### src/rtl/heartbeat_pulse_gen.sv
// heartbeat_pulse_gen: turns the 2-bit heartbeat code from the emotion model
// into a "lub-dub" waveform paced by a prescaled tick enable.
//
// Beat shape, in ticks:  LUB (high) -> GAP (low) -> DUB (high) -> REST (low).
// The LUB-to-LUB spacing equals the period selected by the code latched at LUB
// entry, so a code change mid-beat only takes effect at the next beat.
//
// Optional feature macro: HEARTBEAT_FLATLINE_EN
//   When defined, code 3 means "flatline": no beat is produced, flatline is
//   held high and the code is re-sampled on every tick until it leaves 3.
//   When undefined, code 3 beats at PERIOD_SLEEP and flatline is tied low.

module heartbeat_pulse_gen #(
  parameter int unsigned PERIOD_FAST   = 8,
  parameter int unsigned PERIOD_NORMAL = 16,
  parameter int unsigned PERIOD_SLOW   = 32,
  parameter int unsigned PERIOD_SLEEP  = 64,
  parameter int unsigned LUB_LEN       = 2,
  parameter int unsigned GAP_LEN       = 1,
  parameter int unsigned DUB_LEN       = 2
) (
  input  logic       clk,
  input  logic       rst_n,
  input  logic       tick,
  input  logic [1:0] heartbeat,
  output logic       beat_o,
  output logic       beat_start,
  output logic [1:0] rate_o,
  output logic [7:0] beat_count,
  output logic       flatline
);

  typedef enum logic [2:0] {
    StIdle,
    StLub,
    StGap,
    StDub,
    StRest
  } state_e;

  // Terminal counts for each fixed-length phase (length - 1).
  localparam int unsigned BurstLen = LUB_LEN + GAP_LEN + DUB_LEN;
  localparam logic [7:0]  LubLast  = 8'(LUB_LEN - 1);
  localparam logic [7:0]  GapLast  = 8'(GAP_LEN - 1);
  localparam logic [7:0]  DubLast  = 8'(DUB_LEN - 1);

  localparam logic [1:0]  CodeSleep = 2'd3;

  state_e     state_q, state_d;
  logic [7:0] cnt_q, cnt_d;
  logic [1:0] rate_q, rate_d;
  logic [7:0] count_q, count_d;
  logic       beat_q, beat_d;
  logic       start_q, start_d;

  logic [7:0] period;
  logic [7:0] rest_last;
  logic       launch;

`ifdef HEARTBEAT_FLATLINE_EN
  logic       flat_q, flat_d;
`endif

  // Select the beat period from the code latched for the current beat.
  always_comb begin
    period = 8'(PERIOD_NORMAL);
    unique case (rate_q)
      2'd0: period = 8'(PERIOD_FAST);
      2'd1: period = 8'(PERIOD_NORMAL);
      2'd2: period = 8'(PERIOD_SLOW);
`ifdef HEARTBEAT_FLATLINE_EN
      // Code 3 never runs a timed REST when flatline is enabled.
      2'd3: period = 8'(PERIOD_SLOW);
`else
      2'd3: period = 8'(PERIOD_SLEEP);
`endif
      default: period = 8'(PERIOD_NORMAL);
    endcase
    rest_last = period - 8'(BurstLen) - 8'd1;
  end

  // Next-state logic: phase sequencing, beat launch and bookkeeping.
  always_comb begin
    state_d = state_q;
    cnt_d   = cnt_q;
    rate_d  = rate_q;
    count_d = count_q;
    start_d = 1'b0;
    launch  = 1'b0;
`ifdef HEARTBEAT_FLATLINE_EN
    flat_d  = flat_q;
`endif

    if (tick) begin
      unique case (state_q)
        StIdle: begin
          launch = 1'b1;
        end
        StLub: begin
          if (cnt_q == LubLast) begin
            state_d = StGap;
            cnt_d   = 8'd0;
          end else begin
            cnt_d = cnt_q + 8'd1;
          end
        end
        StGap: begin
          if (cnt_q == GapLast) begin
            state_d = StDub;
            cnt_d   = 8'd0;
          end else begin
            cnt_d = cnt_q + 8'd1;
          end
        end
        StDub: begin
          if (cnt_q == DubLast) begin
            state_d = StRest;
            cnt_d   = 8'd0;
          end else begin
            cnt_d = cnt_q + 8'd1;
          end
        end
        StRest: begin
`ifdef HEARTBEAT_FLATLINE_EN
          if (flat_q) begin
            // Flatlined: leave as soon as the code is no longer sleep.
            launch = (heartbeat != CodeSleep);
          end else
`endif
          if (cnt_q == rest_last) begin
            launch = 1'b1;
          end else begin
            cnt_d = cnt_q + 8'd1;
          end
        end
        default: begin
          state_d = StIdle;
          cnt_d   = 8'd0;
        end
      endcase

      // Beat boundary: latch the code and start a new beat.
      if (launch) begin
        cnt_d  = 8'd0;
        rate_d = heartbeat;
`ifdef HEARTBEAT_FLATLINE_EN
        if (heartbeat == CodeSleep) begin
          state_d = StRest;
          flat_d  = 1'b1;
        end else begin
          state_d = StLub;
          flat_d  = 1'b0;
          start_d = 1'b1;
          count_d = count_q + 8'd1;
        end
`else
        state_d = StLub;
        start_d = 1'b1;
        count_d = count_q + 8'd1;
`endif
      end
    end

    // Registered waveform follows the state being entered.
    beat_d = (state_d == StLub) || (state_d == StDub);
  end

  // State and output registers; async reset clears the waveform at once.
  always_ff @(posedge clk or negedge rst_n) begin
    if (!rst_n) begin
      state_q <= StIdle;
      cnt_q   <= 8'd0;
      rate_q  <= 2'd0;
      count_q <= 8'd0;
      beat_q  <= 1'b0;
      start_q <= 1'b0;
    end else begin
      state_q <= state_d;
      cnt_q   <= cnt_d;
      rate_q  <= rate_d;
      count_q <= count_d;
      beat_q  <= beat_d;
      start_q <= start_d;
    end
  end

`ifdef HEARTBEAT_FLATLINE_EN
  // Flatline flag register.
  always_ff @(posedge clk or negedge rst_n) begin
    if (!rst_n) begin
      flat_q <= 1'b0;
    end else begin
      flat_q <= flat_d;
    end
  end

  assign flatline = flat_q;
`else
  assign flatline = 1'b0;
`endif

  assign beat_o     = beat_q;
  assign beat_start = start_q;
  assign rate_o     = rate_q;
  assign beat_count = count_q;

endmodule

### config.mk
export PLATFORM = sky130hd
export DESIGN_NAME = heartbeat_pulse_gen
export DESIGN_NICKNAME = d
export VERILOG_FILES = /design/src/rtl/heartbeat_pulse_gen.sv
export SDC_FILE = /design/constraint.sdc
export NUM_CORES = 1
export LEC_CHECK = 0
export CELL_PAD_IN_SITES_DETAIL_PLACEMENT = 0
export CELL_PAD_IN_SITES_GLOBAL_PLACEMENT = 1
export CORE_ASPECT_RATIO = 1.25
export CORE_MARGIN = 2
export CORE_UTILIZATION = 45
export DETAILED_ROUTE_END_ITERATION = 10
export PLACE_DENSITY = 0.89
export SLEW_MARGIN = 20
export SYNTH_ARGS = -nofsm -noshare
export SYNTH_HDL_FRONTEND = slang
export SYNTH_SLANG_ARGS = --single-unit
### constraint.sdc
create_clock -name clk -period 5.2 [get_ports clk]
set_input_delay 1.04 -clock clk [delete_from_list [all_inputs] [get_ports clk]]
set_output_delay 1.04 -clock clk [all_outputs]
set_load 0.05 [all_outputs]
# ---- After elaboration in Yosys (flattened, before gate mapping)
# Cells that the tools add are included.
dict set report op_classes {
  n_eq_ne 13
  n_mux 17
  bitwise 0
  div_mod_pow 0
  n_mul 0
  addsub 4
  n_lt_le_gt_ge 0
  reduce_logical 8
  shift 0
}
# op count
set ops {}
lappend ops {{8-bit one-hot mux with 4 select lines} 2}
lappend ops {{8-bit 2-to-1 mux} 4}
lappend ops {{8-bit by 1-bit adder with 8-bit output, second input constant} 2}
lappend ops {{3-bit 2-to-1 mux} 5}
lappend ops {{3-bit one-hot mux with 4 select lines} 1}
lappend ops {{3-bit by 2-bit == test with 1-bit output, second input constant} 3}
lappend ops {{8-bit by 1-bit == test with 1-bit output, second input constant} 1}
lappend ops {{8-bit == test} 1}
lappend ops {{8-bit zero test} 1}
lappend ops {{8-bit by 1-bit subtractor with 8-bit output, second input constant} 1}
lappend ops {{8-bit by 3-bit subtractor with 8-bit output, second input constant} 1}
lappend ops {{3-bit by 1-bit == test with 1-bit output, second input constant} 2}
lappend ops {{2-bit == test, second input constant} 2}
lappend ops {{1-bit 2-to-1 mux} 4}
lappend ops {{2-bit OR reduction} 2}
lappend ops {{3-bit == test, second input constant} 1}
lappend ops {{3-bit zero test} 1}
lappend ops {{3-bit inequality test, second input constant} 1}
lappend ops {{3-bit AND reduction} 1}
lappend ops {{2-bit by 1-bit == test with 1-bit output, second input constant} 1}
lappend ops {{2-bit zero test} 1}
lappend ops {{2-bit inequality test, second input constant} 1}
lappend ops {{1-bit one-hot mux with 2 select lines} 1}
lappend ops {{2-bit AND reduction} 1}
lappend ops {{1-bit logical OR} 1}
dict set report totals {
  register_bits 23
  mem_bits_rw 0
  mem_bits_ro 0
  mem_count 0
  word_cells 48
  latch_bits 0
  inputBits 5
}

# ---- Logic depth before layout (Yosys ltp)
dict set report depth {
  word_depth 12
  depth_mapped 7
  mapped_depth_nobuf 7
}

# ---- Worst setup path before layout
# OpenSTA, ideal clock, no wires.
dict set report synth_path {
  kind {reg2reg}
  startpoint {reg rate_q[1], in the netlist rate_o[1]}
  endpoint {reg rate_q[0], in the netlist rate_o[0]}
  required_ns 5.075
  setup_ns 0.125
  synth_period_minus_slack_ns 2.074
  arrival_time_ns 1.949
  stages_incl_launch_ff 6
  slack_ns 3.126
  path_cell_list {dfrtp_1 or4_4 o311ai_4 a41o_2 buf_6 mux2_2}
}
dict set report synth_via {
  elab_chain_cells 9
  word_cells_on_any_way 12
  classes_between {add/sub: 2; eq/ne: 4; mux: 4; reduce/logical: 2}
}
# element line
set synth_lines {}
lappend synth_lines {{start, declared} 51} ;# logic [1:0] rate_q, rate_d;
lappend synth_lines {{start signal, assigned} 180} ;# rate_q <= rate_d;
lappend synth_lines {{2-bit == test (tied with other cells)} 67} ;# unique case (rate_q)
lappend synth_lines {{8-bit one-hot mux with 4 select lines (*)} 67}
lappend synth_lines {{8-bit by 3-bit subtractor with 8-bit output (*)} 79} ;# rest_last = period - 8'(BurstLen) - 8'd1;
lappend synth_lines {{8-bit by 1-bit subtractor with 8-bit output (*)} 79}
lappend synth_lines {{8-bit == test (*)} 130} ;# if (cnt_q == rest_last) begin
lappend synth_lines {{1-bit 2-to-1 mux (*)} 130}
lappend synth_lines {{1-bit one-hot mux with 2 select lines (*)} 95} ;# unique case (state_q)
lappend synth_lines {{1-bit 2-to-1 mux (*)} 94} ;# if (tick) begin
lappend synth_lines {{2-bit AND reduction (no line) (*)} --}
# Mark *: on every way between the ends. The rest lies on a longest branch, timed or not. The select of a mux whose other input is x is not followed.
# A chain may end at the register's enable or synchronous reset.

# ---- Final worst setup path
dict set report layout_path {
  startpoint {in tick}
  endpoint {reg count_q[1], in the netlist beat_count[1]}
}
dict set report layout_via {
  elab_chain_cells 1
}
# element line
set layout_lines {}
lappend layout_lines {{start, declared} 24} ;# input logic tick,
lappend layout_lines {{2-bit AND reduction (no line)} --}
lappend layout_lines {{end signal, assigned} 181} ;# count_q <= count_d;
lappend layout_lines {{end, declared} 52} ;# logic [7:0] count_q, count_d;
# Every way passes these cells.

==> results.toml <==
[synthesis]
postSynthCellCount = 129
yosys_register_bits = 23
synth.avg_cell_area_um2 = 10.1
netlist_area_um2 = 1300
synth_cell_types = 43
syn-num-nets = 139
yosysWarnings = 0
seq_area_frac_synth_pct = 44.3

[timing]
setup_viol = 0
maxSlewViolCount = 0
hold_viol = 0
rsz0062_at_grt = "false"
tightest_slew_ps = 512
finalCriticalPeriod_ps = 2790
relSlewSlack_pct = 65.9
period_share_pct = 53.6
final.setup_skew_ps = 8.79
fin_setup_tns_ps = 0
maxClockFrequency_mhz = 359

[clock_network]
clockRootBuffer = "clkbuf_4"
insertion_delay_ps = 310
ctsResizeCount = 0
numCtsBuffers = 3
postCtsHoldBufs = 0
cts_tree = "done"
path_clk_slew_ps = 120
clock_path_buffers = 2
h-tree-depth = 1
cts.sink_count = 23
post_cts_buffers = 0

[final_layout]
drive_gt1_share_pct = 9.09
finalNetCount = 154
n_antenna_cell = 0
nFillCells = 257
area_growth_pct = 14.1

[critical_path]
startpoint_type = "input port"
path_cells = "clkdlybuf4s50_1 > inv_1 > nor4_1 > a41o_2 > mux2_2"
path_delay_family = "buffers and inverters"
timing.critical_path.buf_inv = 2
arrival_ps = 2990
end_kind = "flip-flop"
crit_path_max_fanout = 15
worst-setup-path-type = "input port to flip-flop"
cp.required_ps = 5400
cp_slowest_cell = "clkdlybuf4s50_1"
cpPeakStageDelay_ps = 740

[floorplan]
die_h_um = 64.1
die_w_um = 52.1
core_area_um2 = 2710
ioPinCount = 18
start_util_pct = 48.0
num_rows = 21
design.die.area_um2 = 3340

[detailed_routing]
wire_per_inst_um = 14.4
dr.pass1.iters = 4
vias = 989
wl_met2_um = 1270
drcViolationCount = 0
dr.max_layer_used = "met4"
wl_um = 2560
wl_met1_um = 1150
drtIter0Drc = 26
viasPerCell = 5.59
ant_nets = 0
met3_length_um = 101

[global_route]
grt_max_degree = 24
grt_pass1_vias = 991
antenna_found_initial = 0
overflow = 0
grt_pass1_wl_um = 4540
grt_usage_pct = 17.8

[hold_path]
hold_path_class = "flip-flop to flip-flop"

[power]
p_leak_nw = 0.618
vdd_drop_max_mv = 0.522
power.total_mw = 0.816
pwr_density_cell_nw_per_um2 = 550

[place]
port_buffers = 16
place_hpwl_um = 1910
gp_congestion = 0.871

[run]
drv_cap = 0

[run_status]
status = "complete, no violations"
metrics by stage:
stage / utilization (%) / std cells / setup WS [ps] / hold WS, ps / instance area, um^2
2_1_floorplan: - / 129 / 3130 / 500 / 1300
3_3_place_gp: 54.0 / 173 / 2170 / 460 / 1460
3_5_place_dp: 54.0 / 173 / 2080 / 469 / 1460
4_1_cts: 55.0 / 177 / 2410 / 490 / 1490
5_1_grt: 54.8 / 177 / 2280 / 512 / 1480
6_report: 54.8 / 177 / 2410 / 490 / 1480
power by group:
| group | total, mW | leakage, nW | switching [mW] | internal, mW |
|---|---|---|---|---|
| clock | 0.0824 | 0.0177 | 0.0538 | 0.0287 |
| combinational | 0.421 | 0.300 | 0.258 | 0.163 |
| sequential | 0.313 | 0.301 | 0.0810 | 0.232 |
| total | 0.816 | 0.618 | 0.393 | 0.423 |
worst reg2reg max path: stages (launching register included):
cell      delay (ps)
dfrtp_1          540
or4_4            580
o311ai_4          90
a21oi_1          220
nor3_1           370
o21ai_0          150
logic make-up (layout without fill, tap and decap cells):
kind of cell | count (synthesis) | in the layout | synth area share (%)
AOI/OAI and AO/OA | 29 | 29 | 16.7
and+or+nand+nor | 46 | 46 | 19.1
other | 1 | 1 | 0.288
adders and majority gates | 5 | 5 | 4.81
buffers and inverters | 11 | 25 | 4.72
muxes | 5 | 5 | 4.14
DFF | 23 | 23 | 44.3
xor gates and xnor gates | 9 | 9 | 6.06
metal layers:
| layer | vias to the layer above | track usage [%] |
|---|---|---|
| met5 | - | 0 |
| met1 | 463 | 23.1 |
| met3 | 4 | 3.04 |
| li1 | 499 | - |
| met4 | 0 | 5.26 |
| met2 | 23 | 29.9 |
final timing paths:
kind / startpoint / to / slack (ps) / depth (start not counted)
worst min register to register: beat_count[7]$_DFFE_PN0P_ / beat_count[7]$_DFFE_PN0P_ / 490 / 1
max in group asynchronous: rst_n / beat_count[1]$_DFFE_PN0P_ / 4170 / 1
worst max register to register: cnt_q[5]$_DFFE_PN0P_ / cnt_q[4]$_DFFE_PN0P_ / 3130 / 5
worst max-delay path: tick / beat_count[1]$_DFFE_PN0P_ / 2410 / 5
worst min-delay path: beat_count[7]$_DFFE_PN0P_ / beat_count[7]$_DFFE_PN0P_ / 490 / 1
min in group asynchronous: rst_n / cnt_q[3]$_DFFE_PN0P_ / 680 / 1
cell usage in the layout (no fill, tap or decap), types with 2 or more instances in the layout:
master,synthesis,layout
nor3_1,5,5
dfrtp_1,23,23
nor4b_1,2,2
clkbuf_4,0,3
or2_2,2,2
nand2_1,11,11
nand4_1,3,3
xnor2_1,8,8
a21boi_0,2,2
nor2_1,6,6
ha_1,5,5
o21ai_0,8,8
mux2_2,3,3
and3_1,4,4
inv_1,5,5
nand3_1,6,6
mux2i_1,2,2
clkdlybuf4s50_1,0,15
a21oi_1,5,5
and4_1,2,2
flip-flops by register name (all words and copies together), names as in the netlist:
name,count
beat_count,8
beat_o,1
beat_start,1
cnt_q,8
rate_o,2
state_q,3
cells in the mapped netlist:
library cell / instances / area, um^2
a22o_1: 1 / 8.76
mux2i_1: 2 / 20.0
a31oi_1: 1 / 6.26
nor3_1: 5 / 25.0
a211o_1: 1 / 8.76
a41o_2: 1 / 11.3
o21ai_0: 8 / 40.0
inv_1: 5 / 18.8
o22ai_1: 1 / 6.26
or2_2: 2 / 12.5
o311ai_4: 1 / 26.3
o311ai_1: 1 / 8.76
nor2_1: 6 / 22.5
dfrtp_1: 23 / 576
a21oi_1: 5 / 25.0
nand2_1: 11 / 41.3
a21o_1: 1 / 7.51
nor3b_1: 1 / 7.51
nor2b_1: 1 / 6.26
nor4_1: 1 / 6.26
nor4b_1: 2 / 17.5
clkbuf_2: 1 / 5.00
o211ai_1: 1 / 7.51
buf_4: 1 / 7.51
and4_1: 2 / 17.5
o2bb2ai_1: 1 / 8.76
o2111ai_1: 1 / 8.76
ha_1: 5 / 62.6
nand3_1: 6 / 30.0
o22a_1: 1 / 8.76
xnor2_1: 8 / 70.1
a21boi_0: 2 / 15.0
o221ai_1: 1 / 8.76
clkbuf_1: 2 / 7.51
conb_1: 1 / 3.75
buf_6: 2 / 22.5
and2_1: 1 / 6.26
xor2_1: 1 / 8.76
or4_4: 1 / 11.3
nand4_1: 3 / 18.8
mux2_2: 3 / 33.8
and3_1: 4 / 25.0
a311o_1: 1 / 10.0
layout make-up:
| type | count | area, um^2 | share of cell area, % |
|---|---|---|---|
| multi-input combinational | 95 | 663 | 44.7 |
| clock inverter | 1 | 5.00 | 0.338 |
| timing repair buffer | 16 | 155 | 10.5 |
| tap | 34 | 42.5 | 2.87 |
| clock buffer | 3 | 22.5 | 1.52 |
| sequential | 23 | 576 | 38.8 |
| inverter | 5 | 18.8 | 1.27 |
Power figures use the tool's default switching activity.
